**config.mk**
```make
export PLATFORM = sky130hd
export DESIGN_NAME = cpu_trace_buffer
export DESIGN_NICKNAME = d
export VERILOG_FILES = /design/src/rtl/cpu_trace_buffer.sv
export SDC_FILE = /design/constraint.sdc
export NUM_CORES = 1
export LEC_CHECK = 0
export ABC_AREA = 1
export BUFFER_PORTS_ARGS = -buffer_cell sky130_fd_sc_hd__clkbuf_2
export CORE_MARGIN = 4
export CORE_UTILIZATION = 39
export CTS_CLUSTER_DIAMETER = 50
export DETAILED_ROUTE_END_ITERATION = 10
export MAX_ROUTING_LAYER = met4
export PLACE_DENSITY_LB_ADDON = 0.3
export REMOVE_ABC_BUFFERS = 1
export SLEW_MARGIN = 20
export SYNTH_ARGS = -nofsm -noshare
export SYNTH_HDL_FRONTEND = slang
export SYNTH_SLANG_ARGS = --single-unit
export TNS_END_PERCENT = 50
```
**constraint.sdc**
```tcl
create_clock -name clk_in -period 8.1 [get_ports clk_in]
set_input_delay 1.215 -clock clk_in [delete_from_list [all_inputs] [get_ports clk_in]]
set_output_delay 1.215 -clock clk_in [all_outputs]
set_load 0.1 [all_outputs]
```
**src/rtl/cpu_trace_buffer.sv**
```systemverilog
// Circular trace of committed pc/inst pairs with a cycle stamp, stopped by a
// PC trigger plus a fixed post-trigger window, then replayed oldest first.
module cpu_trace_buffer #(
    parameter int DEPTH  = 16,
    parameter int ADDR_W = 4,
    parameter int POST   = 4,
    parameter int CYC_W  = 32
) (
    input  logic              clk_in,
    input  logic              reset,
    input  logic [31:0]       pc,
    input  logic [31:0]       inst,
    input  logic              arm,
    input  logic              trig_en,
    input  logic [31:0]       trig_pc,
    input  logic              rd_ready,
    output logic              rd_valid,
    output logic [31:0]       rd_pc,
    output logic [31:0]       rd_inst,
    output logic [CYC_W-1:0]  rd_cycle,
    output logic [ADDR_W:0]   count,
    output logic              wrapped,
    output logic [1:0]        state,
    output logic              done
);

    localparam int PW = (POST < 1) ? 1 : $clog2(POST + 1);

    typedef enum logic [1:0] {
        S_IDLE  = 2'd0,
        S_ARMED = 2'd1,
        S_POST  = 2'd2,
        S_DONE  = 2'd3
    } state_t;

    state_t            state_q;
    state_t            state_d;
    logic [CYC_W-1:0]  cycle_cnt;
    logic [ADDR_W-1:0] wr_ptr;
    logic [ADDR_W-1:0] rd_ptr;
    logic [PW-1:0]     post_cnt;
    logic              do_write;
    logic              trig_hit;
    logic              rd_fire;
    logic              full;

    logic [31:0]       mem_pc   [DEPTH];
    logic [31:0]       mem_inst [DEPTH];
    logic [CYC_W-1:0]  mem_cyc  [DEPTH];

    assign full     = (count == (ADDR_W+1)'(DEPTH));
    assign rd_valid = (state_q == S_DONE) && (count != '0);
    assign rd_fire  = rd_valid && rd_ready && !arm;
    assign done     = (state_q == S_DONE);
    assign state    = state_q;

    // arm overrides everything, including a pending read handshake in DONE
    always_comb begin
        state_d  = state_q;
        do_write = 1'b0;
        trig_hit = 1'b0;
        if (arm) begin
            state_d = S_ARMED;
        end else begin
            case (state_q)
                S_ARMED: begin
                    do_write = 1'b1;
                    if (trig_en && (pc == trig_pc)) begin
                        trig_hit = 1'b1;
                        state_d  = (POST == 0) ? S_DONE : S_POST;
                    end
                end
                S_POST: begin
                    do_write = 1'b1;
                    if (post_cnt == PW'(1)) begin
                        state_d = S_DONE;
                    end
                end
                default: begin
                end
            endcase
        end
    end

    always_ff @(posedge clk_in or posedge reset) begin
        if (reset) begin
            state_q <= S_IDLE;
        end else begin
            state_q <= state_d;
        end
    end

    always_ff @(posedge clk_in or posedge reset) begin
        if (reset) begin
            cycle_cnt <= '0;
            wr_ptr    <= '0;
            rd_ptr    <= '0;
            post_cnt  <= '0;
            count     <= '0;
            wrapped   <= 1'b0;
        end else begin
            cycle_cnt <= cycle_cnt + CYC_W'(1);
            if (arm) begin
                wr_ptr   <= '0;
                count    <= '0;
                wrapped  <= 1'b0;
                post_cnt <= '0;
            end else begin
                if (trig_hit) begin
                    post_cnt <= PW'(POST);
                end else if (state_q == S_POST) begin
                    post_cnt <= post_cnt - PW'(1);
                end
                if (do_write) begin
                    wr_ptr <= wr_ptr + ADDR_W'(1);
                    if (full) begin
                        wrapped <= 1'b1;
                    end else begin
                        count <= count + (ADDR_W+1)'(1);
                    end
                end
                // The oldest entry sits just past the final write once the buffer has lapped
                if (do_write && (state_d == S_DONE)) begin
                    rd_ptr <= (wrapped || full) ? (wr_ptr + ADDR_W'(1)) : '0;
                end
                if (rd_fire) begin
                    rd_ptr <= rd_ptr + ADDR_W'(1);
                    count  <= count - (ADDR_W+1)'(1);
                end
            end
        end
    end

    always_ff @(posedge clk_in) begin
        if (do_write) begin
            mem_pc[wr_ptr]   <= pc;
            mem_inst[wr_ptr] <= inst;
            mem_cyc[wr_ptr]  <= cycle_cnt;
        end
    end

    // Memory is untouched in DONE, so the combinational head stays stable while stalled
    assign rd_pc    = rd_valid ? mem_pc[rd_ptr]   : '0;
    assign rd_inst  = rd_valid ? mem_inst[rd_ptr] : '0;
    assign rd_cycle = rd_valid ? mem_cyc[rd_ptr]  : '0;

endmodule

```
# Yosys cells after proc, flatten, opt, wreduce, memory -nomap -nowiden
# Memory sizes are Yosys's and may differ from the RTL's.
# Cells that the tools add are included.
# totals
ff_bits	51
ram_bits	1536
inputBits	101
wordCells	71
mem_count	3
# mem_list
memory	words	width	rd	rd_clocked_by_memory_dff	wr	line_no	text
mem_cyc	16	32	1	0	1	49	logic [CYC_W-1:0] mem_cyc [DEPTH];
mem_inst	16	32	1	0	1	48	logic [31:0] mem_inst [DEPTH];
mem_pc	16	32	1	0	1	47	logic [31:0] mem_pc [DEPTH];
# classes
n_addsub	6
n_eq_ne	8
n_mux	29
bitwise_logic	1
reduce_logical	17
# op_table
operator	count
32-bit two-way mux	3
32-bit by 1-bit adder with 32-bit output, second input constant	1
32-bit == test	1
4-bit two-way mux	5
5-bit two-way mux	4
1-bit two-way mux	10
3-bit two-way mux	3
4-bit by 1-bit adder with 4-bit output, second input constant	2
2-bit == test, second input constant	3
2-bit two-way mux	3
2-bit AND reduction	3
2-bit nonzero test	3
3-bit nonzero test	2
5-bit by 1-bit adder with 5-bit output, second input constant	1
5-bit == test, second input constant	1
1-bit logical AND	5
5-bit nonzero test	1
5-bit by 1-bit subtractor with 5-bit output, second input constant	1
2-bit case mux with 2 select lines	1
3-bit by 1-bit == test with 1-bit output, second input constant	1
3-bit inequality test, second input constant	1
3-bit by 1-bit subtractor with 3-bit output, second input constant	1
2-bit by 1-bit == test with 1-bit output, second input constant	1
2-bit OR reduction	1
3 further kinds	3

# Longest topological paths before layout
# Gate-level depths: netlist (run 1).
# depth
word_depth	9
mapped_depth	16
mapped_depth_nobuf	16

# Worst setup path before layout (run 1)
# No wires, ideal clock.
# synth_path
path_kind	reg2reg
startpoint	register state_q[0], in the netlist state[0]
endpoint	memory mem_cyc[0][0], enable pin
setup_ps	552
arrival_time_ps	5963
required_time_ps	7548
setup_slack_ps	1586
stages_incl_launch_ff	6
period_less_slack_ps	6514
path_cell_list	dfrtp_1 -> inv_1 -> ha_1 -> nor2_1 -> nand2_1 -> nor2_1
# synth_via
elab_chain_len	6
# synth_lines
element	line_no	text
start: declaration	36	state_t state_q;
start signal: assignment	89	state_q <= state_d;
2-bit == test / 2-bit by 1-bit == test with 1-bit output (equally long branches)	65	case (state_q)
2-bit OR reduction (no line) *	--	
1-bit two-way mux *	65	
1-bit two-way mux *	62	if (arm) begin
1-bit two-way mux *	135	if (do_write) begin
1-bit two-way mux (not written as such) *	138	mem_cyc[wr_ptr] <= cycle_cnt;
end: declaration	49	
# Every way passes the cells marked *; elsewhere a longest branch is shown, timed or not.

# Final worst setup path (run 1)
# layout_path
startpoint	register rd_ptr[1]
endpoint	output rd_cycle[6]
# layout_via
elab_chain_len	2
# layout_lines
element	line_no	text
start: declaration	40	logic [ADDR_W-1:0] rd_ptr;
start signal: assignment	124	rd_ptr <= (wrapped || full) ? (wr_ptr + ADDR_W'(1)) : '0;
start signal: assignment	127	rd_ptr <= rd_ptr + ADDR_W'(1);
memory 16 x 32 bit	--	
32-bit two-way mux	145	assign rd_cycle = rd_valid ? mem_cyc[rd_ptr] : '0;
end: declaration	20	output logic [CYC_W-1:0] rd_cycle,
# No other way between the ends.

==> impl_metrics.toml, run 1 <==
[final_layout]
finalInstanceArea_um2 = 71100
area_growth_pct = 13.9
layout_common_cells = "edfxtp_1, nor2_1, o21ai_0, o221ai_1, clkbuf_2"
drive_gt1_frac = 0.118
nNetsFinal = 4757
final_util = 0.448
finalNonFillerCells = 6864
final_common_cell = "edfxtp_1"

[power]
peakVddDrop_uv = 241
finalPower_mw = 18.8
p_leak_nw = 23.5
power_density_nw_per_um2 = 264

[timing]
fin_tns_setup_ps = 0
period_needed_ps = 6540
setup_viol = 0
slew_headroom = 0.252
setup_ws_ps = 1560
hold_violations = 0
fmax_ghz = 0.153
tightestPinTransition_ps = 1120
fin_worst_skew_ps = 29.3
rsz0062_at_grt = "false"
final_max_slew_viol_count = 0
period_share = 0.807
fin_hold_ws_ps = 556

[synth]
synth_area_um2 = 62400
synth-seq-cells = 1587
yosysSeqAreaShare = 0.759
ys_types = 38
synthCells = 4531
avgSynthCellArea_um2 = 13.8
ys.warnings.count = 0
synth.top_cell.area_share = 0.739
yosys.area.top_type = "edfxtp_1"
synthTopCellsByArea = "edfxtp_1, o21ai_0, nor2_1"

[global_route]
grt_pass1_wl_mm = 253
grtUsageTotal = 0.208
grt_start_max_net_pins = 224
antenna_found_initial = 10
grt_pass1_vias = 37924
gr-total-overflow = 0

[worst_setup_path]
cp_data_arrival_time_ps = 5320
worst_path_max_delay_cell = "dfrtp_4"
critPathLaunchType = "flip-flop"
path_cells = "buf_4 -> buf_12 -> o21ai_0 -> o221ai_1 -> nand3_1 -> a21oi_1 -> clkbuf_2"
r2r_start = "state[0]$_DFF_PP0_"
reg2reg_depth = 6
worst-path-buf-inv = 3
end_kind = "output port"
path_delay_family = "buffers and inverters"
r2r-end = "mem_inst[10][6]$_DFFE_PP_"
max_stage_delay_ps = 1010
rrSetupSlack_ps = 4250
worstPathRequired_ps = 6880
crit_fanout = 163
worstSetupPathType = "reg -> out"

[run_status]
status = "complete, no violations"

[placed_design]
dp_hpwl_mm = 83.6
dp_slack_ps = 2430
placed_area_um2 = 65500
place_inst = 6540
gp_congestion = 0.773
io_buffers = 206

[route]
via_count = 39294
via_per_inst = 5.72
first_iter_violations = 4554
ant_nets = 0
firstDrtPassIters = 6
routed_wirelength_mm = 173
drcViolationCount = 0
routedWlPerCell_um = 25.2

[cts]
clk_pin_slew_ps = 60
cts.repair.resized = 0
cts-root-buf = "clkbuf_16"
post_cts_buffers = 0
insertion_delay_ps = 820
htree_levels = 4
cts_num_sinks = 1587
cts_tree = "built"
numCtsBuffers = 170
hold_buffers = 0
clockBufferDepth = 3

[floorplanning]
core_um2 = 159000
die-width_um = 408
dieArea_um2 = 167000
initial_core_util = 0.393
row_count = 146
io_pins = 207
chipHeight_um = 408

[run]
cap_violations = 0

[hold_path]
hp-class = "reg -> reg"
whs_path_depth = 2
min_to = "wrapped$_DFFE_PP0P_"
worstHoldStart = "wrapped$_DFFE_PP0P_"
[worst min-delay path: stages (launching register included)]
cell	delay [ps]
dfrtp_1	380
inv_1	70
o22ai_1	70
[cell usage after synthesis]
| cell type | count |
|---|---|
| clkbuf_1 | 230 |
| ha_1 | 15 |
| inv_2 | 4 |
| a211oi_1 | 1 |
| buf_6 | 2 |
| dlygate4sd1_1 | 5 |
| nor3b_1 | 2 |
| nor3_2 | 2 |
| nor3_4 | 1 |
| o211ai_1 | 114 |
| nor2_4 | 2 |
| buf_1 | 15 |
| nand2_2 | 4 |
| nor2_1 | 826 |
| o221ai_1 | 270 |
| fa_1 | 1 |
| buf_4 | 8 |
| edfxtp_1 | 1536 |
| nand4_1 | 8 |
| nor4_2 | 2 |
| nand3_2 | 3 |
| a32oi_1 | 1 |
| or2_2 | 1 |
| nor4_1 | 1 |
| a21oi_1 | 103 |
| buf_2 | 72 |
| o21ai_0 | 783 |
| nand4_2 | 1 |
| inv_1 | 78 |
| xnor2_1 | 16 |
| dfrtp_1 | 51 |
| xor2_1 | 28 |
| clkinv_1 | 1 |
| o22ai_1 | 122 |
| nor3_1 | 4 |
| nand2_1 | 119 |
| nand3_1 | 95 |
| nor2_2 | 4 |
[layer usage]
| metal | wire length (um) | global-route usage | up-vias | share of wire |
|---|---|---|---|---|
| met2 | 80100 | 0.316 | 1526 | 0.46 |
| met1 | 77000 | 0.292 | 19991 | 0.44 |
| met3 | 12700 | 0.0375 | 268 | 0.073 |
| met5 | 0 | - | - | 0 |
| met4 | 3420 | 0.0511 | 0 | 0.020 |
| li1 | - | - | 17509 | - |
[cells by family after synthesis]
logic type	count (synthesis)	synth area share
compound gates	1394	0.135
simple gates	1075	0.0688
buf+inv	415	0.0275
flops	1587	0.759
fa+ha+maj	16	0.00333
xor+xnor	44	0.00617
[state kept, by name, summed over array words and instances (netlist names)]
| register | flops |
|---|---|
| mem_cyc | 512 |
| mem_inst | 512 |
| mem_pc | 512 |
| rd_ptr | 4 |
| count | 5 |
| wr_ptr | 4 |
| wrapped | 1 |
| post_cnt | 3 |
| state | 2 |
| cycle_cnt | 32 |
[worst max-delay path by stage]
| stage | from | endpoint | slack, ps | cells past startpoint |
|---|---|---|---|---|
| finish | rd_ptr[1]$_DFFE_PP0P_ | rd_cycle[6] | 1560 | 7 |
| global route | rd_ptr[1]$_DFFE_PP0P_ | rd_cycle[6] | 1340 | 7 |
| CTS | rd_ptr[1]$_DFFE_PP0P_ | rd_cycle[6] | 1520 | 7 |
| detailed placement | rd_ptr[1]$_DFFE_PP0P_ | rd_cycle[6] | 2430 | 7 |
| global placement | rd_ptr[1]$_DFFE_PP0P_ | rd_cycle[6] | 2370 | 7 |
| floorplan | rd_ptr[0]$_DFFE_PP0P_ | rd_cycle[10] | -23340 | 5 |
[cell type report]
type / instances / area, um^2
antenna: 7 / 17.5
clock buffer: 203 / 4390
clock inverter: 114 / 1210
fill: 13898 / 87600
inverter: 83 / 337
multi-input combinational: 2529 / 13500
sequential: 1587 / 47400
tap: 2072 / 2590
timing repair buffer: 269 / 1700
[report_power, final]
group          internal [mW]  switching [mW]  total, mW  leakage, nW
Clock                   4.44            3.27       7.71         2.73
Combinational          0.365            1.17       1.53         5.79
Sequential              9.44           0.104       9.54         14.9
Total                   14.2            4.54       18.8         23.5
Power figures use the tool's default switching activity.
==> run 2: changes to the inputs <==
==> constraint.sdc (replaced) <==
create_clock -name clk_in -period 6.73 [get_ports clk_in]
set_input_delay 1.0095 -clock clk_in [delete_from_list [all_inputs] [get_ports clk_in]]
set_output_delay 1.0095 -clock clk_in [all_outputs]
set_load 0.1 [all_outputs]
==> run 2 against run 1 <==
Against the previous run: die area unchanged; largest power group unchanged; critical endpoint is now rd_pc[1]; wire length decreased by 0.22%; sequential power rose by 21%; clock-buffer cell count fell by 3; via count shrank 0.64%.
==> impl_metrics.toml, run 2 (same netlist as run 1, synthesis figures left out) <==
[run_status]
status = "complete, no violations"

[timing]
fin_worst_skew_ps = 19.6
period_share = 0.850
period_needed_ps = 5720
tightestPinTransition_ps = 1160
rsz0062_at_grt = "false"
setup_viol = 0
fmax_ghz = 0.175
slew_headroom = 0.230
fin_hold_ws_ps = 427
hold_violations = 0
final_max_slew_viol_count = 0

[worst_setup_path]
worstPathRequired_ps = 5720
critPathLaunch = "rd_ptr[0]$_DFFE_PP0P_"
max_stage_delay_ps = 830
r2r_start = "count[1]$_DFFE_PP0P_"
cp_data_arrival_time_ps = 4710
reg2reg_depth = 14
r2r-end = "count[4]$_DFFE_PP0P_"
worst_path_max_delay_cell = "buf_4"
rrSetupSlack_ps = 3020
worstSetupPathType = "reg -> out"
end_kind = "output port"
critPathCapture = "rd_pc[1]"
critPathLaunchType = "flip-flop"
crit_fanout = 198
path_cells = "buf_12 -> buf_4 -> o21ai_0 -> o221ai_1 -> o211ai_1 -> a21oi_1 -> clkbuf_2"

[final_layout]
multi_input_area_um2 = 13500
finalNonFillerCells = 6843
area_growth_pct = 13.9
finalInstanceArea_um2 = 71100
fillers = 13810
top_regs = "mem_cyc x512, mem_inst x512, mem_pc x512"
final_common_cell = "edfxtp_1"
final_util = 0.448
nNetsFinal = 4749
drive_gt1_frac = 0.117
layout_common_cells = "edfxtp_1, nor2_1, o21ai_0, o221ai_1, clkbuf_2"
ff_latch_area_um2 = 47400

[placed_design]
io_buffers = 206
place_inst = 6533
dp_hpwl_mm = 78.7
placed_area_um2 = 65600
gp_congestion = 0.752

[global_route]
grt_pass1_vias = 37759
grtUsageTotal = 0.209
antenna_found_initial = 7
grt_start_max_net_pins = 199
gr-total-overflow = 0
grt_pass1_wl_mm = 254

[cts]
clockBufferDepth = 3
cts.repair.resized = 0
htree_levels = 4
cts_tree = "built"
hold_buffers = 0
cts_num_sinks = 1587
insertion_delay_ps = 800
cts-root-buf = "clkbuf_16"
post_cts_buffers = 0
clk_pin_slew_ps = 60
numCtsBuffers = 169

[floorplanning]
dieArea_um2 = 167000
io_pins = 207
chipHeight_um = 408
core_um2 = 159000
die-width_um = 408
initial_core_util = 0.393
row_count = 146

[hold_path]
hp-class = "in -> async"

[route]
routed_wirelength_mm = 173
ant_nets = 0
drcViolationCount = 0
via_per_inst = 5.71
firstDrtPassIters = 5
via_count = 39042
routedWlPerCell_um = 25.3
first_iter_violations = 3874

[power]
p_leak_nw = 23.4
peakVddDrop_uv = 281
power_density_nw_per_um2 = 317
finalPower_mw = 22.5

[run]
cap_violations = 0
[run 2: through the flow]
step | setup WS [ps] | setup TNS, ps
floorplan | -24510 | -2363980
global placement | 2010 | 0
detailed placement | 1990 | 0
CTS | 1130 | 0
global route | 789 | 0
finish | 1010 | 0
[run 2: power by group]
part	leakage, nW	switching [mW]	total (mW)	internal [mW]
sequential	14.9	0.127	11.5	11.4
combinational	5.79	1.41	1.86	0.446
clock	2.68	3.86	9.18	5.32
[run 2: per-layer routing]
| metal | part of all wire | track usage | up-vias | routed length [um] |
|---|---|---|---|---|
| met2 | 0.46 | 0.318 | 1413 | 80200 |
| met1 | 0.45 | 0.294 | 19909 | 77500 |
| met4 | 0.016 | 0.0467 | 0 | 2760 |
| met5 | 0 | - | - | 0 |
| li1 | - | - | 17489 | - |
| met3 | 0.072 | 0.0392 | 231 | 12400 |
[run 2: final cells by class]
cell class | instances | area share
timing repair buffer | 262 | 0.0252
clock inverter | 105 | 0.0154
multi-input combinational | 2529 | 0.189
inverter | 83 | 0.00473
clock buffer | 200 | 0.0618
antenna | 5 | 0.000176
sequential | 1587 | 0.667
tap | 2072 | 0.0365
[run 2: worst min-delay path by stage]
| stage | slack [ps] | endpoint | depth (start not counted) | start |
|---|---|---|---|---|
| after global placement | 550 | post_cnt[1]$_DFFE_PP0P_ | 2 | post_cnt[1]$_DFFE_PP0P_ |
| after CTS | 390 | post_cnt[2]$_DFFE_PP0P_ | 2 | arm |
| final | 430 | count[4]$_DFFE_PP0P_ | 3 | reset |
| after detailed placement | 580 | post_cnt[2]$_DFFE_PP0P_ | 2 | post_cnt[2]$_DFFE_PP0P_ |
| after global routing | 430 | post_cnt[2]$_DFFE_PP0P_ | 2 | arm |
| after floorplan | 540 | post_cnt[1]$_DFFE_PP0P_ | 2 | post_cnt[1]$_DFFE_PP0P_ |
[run 2: worst max-delay path, delay by kind of cell, from the launching register on]
kind,cells,cell delay (ps)
flip-flops,1,650
buffers and inverters,3,1870
AO/OA/AOI/OAI,4,960
